$ cat config.mk
export PLATFORM = sky130hd
export DESIGN_NAME = mu0_mem_ctrl
export DESIGN_NICKNAME = d
export VERILOG_FILES = /design/src/rtl/mu0_mem_ctrl.sv
export SDC_FILE = /design/constraint.sdc
export NUM_CORES = 1
export LEC_CHECK = 0
export ABC_AREA = 1
export CORE_MARGIN = 1
export CORE_UTILIZATION = 65
export CTS_CLUSTER_SIZE = 40
export DETAILED_ROUTE_END_ITERATION = 8
export DONT_BUFFER_PORTS = 1
export GPL_ROUTABILITY_DRIVEN = 0
export PLACE_DENSITY = 0.87
export SLEW_MARGIN = 25
export SYNTH_ARGS = -nofsm -noshare
export SYNTH_HDL_FRONTEND = slang
export SYNTH_SLANG_ARGS = --single-unit
$ cat constraint.sdc
create_clock -name clk -period 2.1 [get_ports clk]
set_input_delay 0.105 -clock clk [delete_from_list [all_inputs] [get_ports clk]]
set_output_delay 0.105 -clock clk [all_outputs]
set_load 0.05 [all_outputs]
$ cat src/rtl/mu0_mem_ctrl.sv
// mu0 core-side memory controller: latches a request, waits WAIT_STATES cycles,
// strobes a synchronous SRAM once, then pulses ready. Option: MEM_ROM_PROTECT_EN.
module mu0_mem_ctrl #(
  parameter int                ADDR_W      = 12,
  parameter int                DATA_W      = 16,
  parameter int                WAIT_STATES = 1,
  parameter logic [ADDR_W-1:0] ROM_TOP     = ADDR_W'(12'h100)
) (
  input  logic              clk,
  input  logic              reset,
  input  logic              memrq,
  input  logic              rnw,
  input  logic [ADDR_W-1:0] addr,
  input  logic [DATA_W-1:0] wdata,
  output logic [DATA_W-1:0] rdata,
  output logic              rdata_oe,
  output logic              ready,
  output logic              err,
  output logic              ram_ce,
  output logic              ram_we,
  output logic [ADDR_W-1:0] ram_addr,
  output logic [DATA_W-1:0] ram_wdata,
  input  logic [DATA_W-1:0] ram_rdata,
  output logic [2:0]        dbg_state
);

  // Handshake: memrq (with rnw/addr/wdata) is taken on any IDLE edge where it is
  // high; it is ignored until the next IDLE. ready is a single-cycle completion
  // pulse, and for reads rdata is valid from that cycle while rdata_oe stays high.

  typedef enum logic [2:0] {
    S_IDLE    = 3'd0,
    S_WAIT    = 3'd1,
    S_ACCESS  = 3'd2,
    S_CAPTURE = 3'd3,
    S_DONE    = 3'd4
  } state_t;

  localparam logic [3:0] WAIT_INIT = 4'(WAIT_STATES - 1);

  state_t            state, state_n;
  logic [3:0]        cnt;
  logic              rnw_q;
  logic [ADDR_W-1:0] addr_q;
  logic [DATA_W-1:0] wdata_q;
  logic              accept;
  logic              blocked;

`ifdef MEM_ROM_PROTECT_EN
  assign blocked = ~rnw_q && (addr_q < ROM_TOP);
`else
  logic unused_rom_top;
  assign unused_rom_top = ^ROM_TOP;
  assign blocked        = 1'b0;
`endif

  assign dbg_state = state;
  assign ram_ce    = (state == S_ACCESS) && !blocked;
  assign ram_we    = ram_ce && !rnw_q;

  always_ff @(posedge clk or negedge reset) begin
    if (!reset) state <= S_IDLE;
    else        state <= state_n;
  end

  always_comb begin
    state_n = state;
    accept  = 1'b0;
    case (state)
      S_IDLE: begin
        if (memrq) begin
          accept = 1'b1;
          if (WAIT_STATES != 0) state_n = S_WAIT;
          else                  state_n = S_ACCESS;
        end
      end
      S_WAIT:    if (cnt == 4'd0) state_n = S_ACCESS;
      S_ACCESS:  state_n = rnw_q ? S_CAPTURE : S_DONE;
      S_CAPTURE: state_n = S_DONE;
      S_DONE:    state_n = S_IDLE;
      default:   state_n = S_IDLE;
    endcase
  end

  always_ff @(posedge clk or negedge reset) begin
    if (!reset) begin
      cnt       <= 4'd0;
      rnw_q     <= 1'b0;
      addr_q    <= '0;
      wdata_q   <= '0;
      rdata     <= '0;
      rdata_oe  <= 1'b0;
      ready     <= 1'b0;
      err       <= 1'b0;
      ram_addr  <= '0;
      ram_wdata <= '0;
    end else begin
      ready <= 1'b0;
      err   <= 1'b0;
      if (accept) begin
        rnw_q    <= rnw;
        addr_q   <= addr;
        wdata_q  <= wdata;
        rdata_oe <= 1'b0;
        if (WAIT_STATES != 0) cnt <= WAIT_INIT;
      end
      if (state == S_WAIT && cnt != 4'd0) cnt <= cnt - 4'd1;
      // With zero wait states ACCESS follows acceptance directly, so bypass the latches.
      if (state_n == S_ACCESS) begin
        ram_addr  <= accept ? addr  : addr_q;
        ram_wdata <= accept ? wdata : wdata_q;
      end
      if (state == S_CAPTURE) rdata <= ram_rdata;
      if (state_n == S_DONE) begin
        ready    <= 1'b1;
        err      <= blocked;
        rdata_oe <= rnw_q;
      end
    end
  end

endmodule

==> results of run 1 <==
-- critical path, cell delays in order, from the launching register on --
cell and delay (ns):
dfrtp_1 0.42, nor2_2 0.17, buf_4 0.25, nand2_1 0.11, nor2_1 0.10, buf_4 0.20
-- area by class of cell --
cell class	instances	area (sq um)
clock buffer	12	145.1
clock inverter	4	27.53
fill	341	1165
inverter	86	322.8
multi-input combinational	242	1115
sequential	82	2052
tap	70	87.58
timing repair buffer	30	290.3
-- metrics by stage --
step                      worst slack [ns]  instance area [sq um]  hold WS (ns)
after global routing                0.3166                   4040       0.01683
after floorplan                     0.1718                   3596       -0.1906
after detailed placement            0.5415                   3660       -0.1883
final                               0.4060                   4040      0.009365
after global placement              0.6620                   3660       -0.1880
after CTS                           0.4060                   4040     0.0003473
-- cell families after synthesis --
group	share of synthesized area [%]
simple gates	27.38
buf+inv	12.07
flops	57.06
compound gates	2.784
xor+xnor	0.2436
fa+ha+maj	0.3479
other cells	0.1043
-- per-layer routing --
layer,vias up,track usage (%)
met3,24,6.228
met2,109,50.81
met1,1309,35.46
li1,1323,-
met4,0,16.15
met5,-,0
-- timing repair --
item                      CTS  global route
gates resized for setup     0             0
hold buffers               19             0
hold endpoints to repair   99             0
-- state kept, by name (all words and copies together), names as in the netlist --
signal and cells:
addr_q 12, cnt 4, dbg_state 3, ram_addr 12
ram_wdata 16, rdata 16, rdata_oe 1, ready 1
rnw_q 1, wdata_q 16
-- path summary, 6_finish.rpt --
kind | depth (start not counted) | slack, ns | from | to
max reg2reg | 7 | 0.42 | cnt[0] | ram_wdata[13]
min in group asynchronous | 2 | 0.32 | reset | ram_addr[8]
min | 3 | 0.009 | wdata[5] | wdata_q[5]
max | 5 | 0.41 | dbg_state[2] | ram_we
min reg2reg | 2 | 0.55 | cnt[3] | cnt[3]
max in group asynchronous | 2 | 1.47 | reset | wdata_q[10]
-- synthesized netlist by cell type --
library cell / instances / share of area, %
o211ai_1: 1 / 0.21
nand2_2: 1 / 0.17
clkbuf_1: 4 / 0.42
nand4_1: 1 / 0.17
nand2_1: 118 / 12
o21ai_0: 16 / 2.2
a21boi_1: 1 / 0.21
and2_1: 28 / 4.9
dfrtp_1: 82 / 57
ha_1: 1 / 0.35
buf_2: 8 / 1.1
conb_1: 1 / 0.10
buf_4: 6 / 1.3
nor2_1: 6 / 0.63
nand3_1: 65 / 9.0
inv_2: 2 / 0.21
nor2_2: 1 / 0.17
inv_1: 84 / 8.8
xor2_1: 1 / 0.24
buf_6: 1 / 0.31
a21oi_1: 1 / 0.14
==> flow_summary.json, run 1 <==
{
  "hp-class": "in -> reg",
  "rsz0062_at_grt": "no",
  "setup_viol": 0,
  "yosys_warnings": 0,
  "wl_met2_mm": 4.107,
  "initial_utilization_pct": 69.09,
  "final_core_util_pct": 77.62,
  "slew_headroom_pct": 54.29,
  "top_layer_used": "met4",
  "worstPathArrival_ns": 1.59,
  "antenna_left": 0,
  "h-tree-depth": 3,
  "grt_max_degree": 83,
  "ys_types": 21,
  "cts_buffer_depth": 2,
  "area_growth_pct": 12.35,
  "status": "complete, no violations",
  "fin_cells": 526,
  "slew_violations": 0,
  "crit_path_end_kind": "primary output",
  "die_area_sq_um": 5834,
  "clock-sinks": 82,
  "dp_cells": 491,
  "fp.dieW_microns": 76.38,
  "overflow": 0,
  "finalSetupTns_ns": 0,
  "wl_met1_mm": 3.204,
  "synth_area_sq_um": 3596,
  "n_antenna_cell": 0,
  "core_area_sq_um": 5205,
  "hold_viol_final": 0,
  "worst-setup-path-type": "reg -> out",
  "ioPinCount": 100,
  "synth.avg_cell_area_sq_um": 8.382,
  "cts_tree": "done",
  "fp-row-count": 26,
  "drtPass1Iterations": 4,
  "routed_via_density": 5.257,
  "final_common_cell": "nand2_1",
  "ys_seq_area_share_pct": 57.06,
  "cts_root_buf": "clkbuf_8",
  "dr_wl_met3_microns": 467,
  "hpwl_mm": 4.592,
  "wl_per_cell_microns": 15.31,
  "grt_pass1_wl_mm": 13.12,
  "fin_skew_ns": 0.01302,
  "cts_made_buffers": 9,
  "drive_gt1_share_pct": 7.018,
  "period_minus_slack_ns": 1.694,
  "clkTransAtPathRegs_ns": 0.08,
  "drv_cap": 0,
  "timing.final.crit_share_pct": 80.67,
  "via_count": 2765,
  "clk_latency_ns": 0.35,
  "cp_max_fo": 16,
  "cp.required_ns": 2.00,
  "mostFrequentLayoutCells": "118 x nand2_1, 84 x inv_1, 82 x dfrtp_1",
  "antenna_found_initial": 0,
  "post_cts_buffers": 0,
  "grt_pass1_vias": 2815,
  "fmax_mhz": 590.3,
  "port_buffers": 0,
  "drtIter0Drc": 156,
  "track_usage_pct": 29.83,
  "syn-instance-count": 429,
  "wl_mm": 8.051,
  "start_kind": "register",
  "die_h_microns": 76.38,
  "finalNetCount": 500,
  "ys_seq_elements": 82,
  "tightest_slew_ns": 0.6833,
  "synth_nets": 478,
  "drc": 0
}
Power of run 1 is not shown: default switching activity piles up to over one toggle a cycle in this logic, so the estimate is an artifact.
==> run 2, diff against run 1 <==
- CORE_UTILIZATION: 65 -> 62
- PLACE_DENSITY: 0.87 -> 0.84
- clock period: 2.1 -> 1.6 ns (I/O delays scaled with it)
==> run 2 against run 1 <==
The run now ends with negative hold slack left. Setup slack got worse by 0.27 ns. Sequential cell count unchanged. Design area increased by 3.5%. Cell count increased by 2.3%. Clock-buffer cell count increased by 2. Global-route usage decreased by 2.3 points. Routed wire length decreased by 4.4%. Critical path type is now reg -> reg. Highest routed layer unchanged.
==> flow_summary.json, run 2 (same netlist as run 1, synthesis figures left out) <==
{
  "max_stage_delay_ns": 0.38,
  "fmax_mhz": 681.5,
  "antenna_left": 0,
  "grt_pass1_wl_mm": 12.79,
  "worstPathArrival_ns": 1.74,
  "hold_viol_final": 82,
  "clock-sinks": 82,
  "drv_cap": 0,
  "reg2reg_depth": 7,
  "final_core_util_pct": 75.45,
  "fp.dieW_microns": 78.16,
  "routed_via_density": 5.230,
  "core_area_sq_um": 5540,
  "drtPass1Iterations": 5,
  "worst-setup-path-type": "reg -> reg",
  "clk_latency_ns": 0.33,
  "clkTransAtPathRegs_ns": 0.08,
  "port_buffers": 0,
  "initial_utilization_pct": 64.91,
  "timing.final.crit_share_pct": 91.71,
  "overflow": 0,
  "cpMostUsedCell": "nand3_1",
  "tightest_slew_ns": 0.5354,
  "reg.largest.list": "ram_wdata (16), rdata (16), wdata_q (16)",
  "antenna_found_initial": 0,
  "setup_viol": 0,
  "cellLeakagePower_nw": 2.305,
  "die_h_microns": 78.16,
  "final_common_cell": "nand2_1",
  "drive_gt1_share_pct": 9.013,
  "critical_path.slowest_cell": "dfrtp_1",
  "cts_made_buffers": 9,
  "vdd_drop_max_mv": 1.432,
  "slew_violations": 0,
  "start_kind": "register",
  "status": "complete, but fails checks",
  "slew_headroom_pct": 64.31,
  "cp.required_ns": 1.87,
  "ioPinCount": 100,
  "via_count": 2814,
  "grt_pass1_vias": 2823,
  "die_area_sq_um": 6108,
  "violations": "negative hold slack",
  "grt_max_degree": 83,
  "whs_ns": -0.5690,
  "critPathLaunch": "cnt[0]",
  "drc": 0,
  "finalNetCount": 510,
  "crit_path_end_kind": "register",
  "h-tree-depth": 3,
  "postLayoutCellArea_sq_um": 4180,
  "mostFrequentLayoutCells": "118 x nand2_1, 83 x inv_1, 80 x dfrtp_1",
  "cpLargestDelayFamily": "simple AND/OR/NAND/NOR gates",
  "wl_per_cell_microns": 14.31,
  "cts_root_buf": "clkbuf_8",
  "rsz0062_at_grt": "no",
  "r2r_start": "cnt[0]",
  "cts_tree": "done",
  "hp-class": "in -> async",
  "path_buf_inv": 2,
  "n_antenna_cell": 0,
  "crit_chain": "inv_1 -> ha_1 -> nand3_1 -> nor2_4 -> buf_4 -> nand3_1 -> nand2_1",
  "drtIter0Drc": 219,
  "cp.depth": 7,
  "ctsHoldBuffers": 21,
  "period_minus_slack_ns": 1.467,
  "track_usage_pct": 27.51,
  "fin_skew_ns": 0.008132,
  "placed_area_sq_um": 3741,
  "fp-row-count": 27,
  "area_growth_pct": 16.25,
  "wl_mm": 7.698,
  "cts_buffer_depth": 2,
  "nFillCells": 400,
  "cp_max_fo": 14,
  "p_per_area_nw_per_um2": 2432,
  "hpwl_mm": 4.753
}
run 2: layout make-up:
cell class	count	area, sq um	share of cell area (%)
Sequential cell	82	2054	49.15
Multi-Input combinational cell	242	1127	26.97
Timing Repair Buffer	40	381.6	9.129
Inverter	86	329.1	7.872
Clock buffer	14	162.7	3.891
Tap cell	72	90.09	2.155
Clock inverter	2	35.03	0.8381
run 2: final timing paths:
kind                                      to  slack (ns)
worst max register to register  ram_wdata[0]        0.13
min in group clk                   addr_q[5]           0
worst min register to register        cnt[0]        0.50
max in group asynchronous       dbg_state[0]        2.04
worst min-delay path               addr_q[9]       -0.57
worst max-delay path            ram_wdata[0]        0.13
run 2: timing repair:
item,CTS,global route
buffers inserted,0,2
gates resized for setup,1,4
hold endpoints to repair,103,82
setup endpoints to repair,2,29
pin swaps,0,1
run 2: layer usage:
| metal | wire (microns) | track usage (%) | vias to the layer above |
|---|---|---|---|
| met5 | 0 | 0 | - |
| met4 | 101 | 10.00 | 0 |
| met3 | 464 | 6.628 | 9 |
| met2 | 3955 | 47.89 | 104 |
| met1 | 3177 | 33.25 | 1351 |
| li1 | - | - | 1350 |
run 2: metrics by stage:
stage	power (mW)	std cells	worst slack, ns	setup TNS [ns]
floorplan	7.723	429	-0.01464	-0.01464
global placement	8.356	499	0.1850	0
detailed placement	8.563	499	0.08496	0
CTS	10.11	536	0.01634	0
global route	10.79	538	0.01302	0
finish	10.17	538	0.1326	0
run 2: report_power, final:
| group | switching (mW) | internal (mW) |
|---|---|---|
| clock | 0.669 | 0.808 |
| sequential | 2.57 | 3.02 |
| combinational | 1.92 | 1.18 |
| total | 5.16 | 5.01 |
No activity file was read; power rests on OpenSTA's default activity.
==> run 3, diff against run 2 <==
--- a/constraint.sdc
+++ b/constraint.sdc
@@ -3,2 +3,2 @@
 set_output_delay 0.08 -clock clk [all_outputs]
-set_load 0.05 [all_outputs]
+set_load 0.02 [all_outputs]
==> run 3 against run 2 <==
Register-to-register slack improved by 0.04 ns. Setup slack improved by 0.0065 ns. Die area unchanged. Largest cell class unchanged. Total power decreased by 15%. The run still ends with negative hold slack left. Cell count increased by 2.8%. Highest routed layer unchanged. Global-route usage decreased by 0.38 points. Critical path type is now reg -> out.
==> flow_summary.json, run 3 (same netlist as run 1, synthesis figures left out) <==
{
  "worstPathArrival_ns": 1.38,
  "initial_utilization_pct": 64.91,
  "finalNetCount": 525,
  "routed_via_density": 5.094,
  "hp-class": "in -> async",
  "wl_per_cell_microns": 13.82,
  "die_h_microns": 78.16,
  "start_kind": "register",
  "cts_tree": "done",
  "finalSetupTns_ns": 0,
  "dp_cells": 494,
  "area_growth_pct": 20.53,
  "fin_skew_ns": 0.01489,
  "antenna_found_initial": 0,
  "drtPass1Iterations": 4,
  "ioPinCount": 100,
  "fmax_mhz": 684.5,
  "ctsHoldBuffers": 42,
  "cp.required_ns": 1.52,
  "hold_viol_final": 82,
  "status": "complete, but fails checks",
  "p_per_area_nw_per_um2": 1991,
  "period_minus_slack_ns": 1.461,
  "reg.largest.list": "ram_wdata (16), rdata (16), wdata_q (16)",
  "overflow": 0,
  "cellLeakagePower_nw": 2.374,
  "via_count": 2817,
  "cp_max_fo": 6,
  "nFillCells": 369,
  "timing.final.crit_share_pct": 91.31,
  "core_area_sq_um": 5540,
  "pre_cts_slack_ns": 0.09492,
  "fp-row-count": 27,
  "track_usage_pct": 27.14,
  "drtIter0Drc": 165,
  "fp.dieW_microns": 78.16,
  "drive_gt1_share_pct": 7.277,
  "slew_violations": 0,
  "whs_ns": -0.5886,
  "drv_cap": 0,
  "grt_max_degree": 83,
  "n_antenna_cell": 0,
  "port_buffers": 0,
  "worst-setup-path-type": "reg -> out",
  "fin_cells": 553,
  "h-tree-depth": 3,
  "wl_mm": 7.642,
  "mostFrequentLayoutCells": "118 x nand2_1, 84 x inv_1, 82 x dfrtp_1",
  "vdd_drop_max_mv": 1.243,
  "antenna_left": 0,
  "cts_root_buf": "clkbuf_8",
  "setup_slack_ns": 0.1391,
  "cts_buffer_depth": 2,
  "cts_made_buffers": 9,
  "clock-sinks": 82,
  "drc": 0,
  "grt_pass1_vias": 2816,
  "final_common_cell": "nand2_1",
  "rsz0062_at_grt": "no",
  "clkTransAtPathRegs_ns": 0.09,
  "clk_latency_ns": 0.35,
  "hpwl_mm": 4.512,
  "setup_viol": 0,
  "crit_path_end_kind": "primary output",
  "die_area_sq_um": 6108,
  "grt_pass1_wl_mm": 12.68,
  "violations": "negative hold slack"
}
[run 3: cell count changes in the layout (fill, tap and decap cells not counted)]
| cell | change |
|---|---|
| inv_1 | +1 |
| inv_6 | +2 |
| clkbuf_8 | -2 |
| nor2_2 | -1 |
| dlygate4sd3_1 | +21 |
| dfrtp_1 | +2 |
| clkinvlp_4 | +1 |
| clkinv_4 | +1 |
| buf_12 | -1 |
| nor2_1 | +1 |
| buf_4 | -6 |
| clkbuf_1 | -3 |
| buf_8 | +1 |
| dfrtp_2 | -2 |
[run 3: critical path, cell delays in order (launching register included)]
cell and delay [ns]:
dfrtp_1 0.44, nor2_4 0.16, buf_6 0.14, nand2_1 0.07, nor2_1 0.09, buf_4 0.15
[run 3: path summary, 6_finish.rpt]
check                             start      endpoint  slack [ns]  cells past startpoint
min                               reset  ram_wdata[8]       -0.59                      0
min in group clk               wdata[9]  ram_wdata[9]           0                      4
min reg2reg                      cnt[0]        cnt[0]        0.51                      2
max reg2reg                      cnt[0]   ram_addr[4]        0.17                      7
max                        dbg_state[2]        ram_we        0.14                      5
max in group asynchronous         reset      rdata[5]        2.09                      0
[run 3: cell type report]
cell class	instances	area [sq um]	share of cell area, %
flip-flops and latches	82	2052	47.34
multi-input cells	242	1125	25.95
repair buffers	55	541.8	12.50
inverters	86	325.3	7.506
clock buffers	9	123.9	2.858
well taps	72	90.09	2.079
clock inverters	7	76.32	1.761
[run 3: repair_timing]
item	CTS	global route
endpoints found under the setup margin	0	29
endpoints found under the hold margin	140	82
setup buffers	0	1
resized for setup	0	7
[run 3: metrics by stage]
| stage | power, mW | cell area, sq um | util [%] | hold slack (ns) |
|---|---|---|---|---|
| after global placement | 6.819 | 3682 | 66.46 | -0.2133 |
| final | 8.629 | 4334 | 78.23 | -0.5886 |
| after detailed placement | 6.982 | 3682 | 66.46 | -0.2140 |
| after floorplan | 6.277 | 3596 | - | -0.2156 |
| after CTS | 8.564 | 4303 | 77.66 | -0.6021 |
| after global routing | 9.247 | 4334 | 78.23 | -0.6053 |
[run 3: routing by layer]
metal | track usage [%] | part of all wire [%] | vias to the layer above
met3 | 6.163 | 5.9 | 13
met2 | 45.96 | 50 | 114
met5 | 0 | 0 | -
met1 | 33.39 | 43 | 1314
li1 | - | - | 1376
met4 | 11.85 | 1.8 | 0
[run 3: where the power goes]
part | switching, mW | internal (mW) | total, mW
registers | 1.29 | 3.05 | 4.34
logic | 1.68 | 1.11 | 2.79
clock network | 0.765 | 0.731 | 1.50
total | 3.74 | 4.89 | 8.63
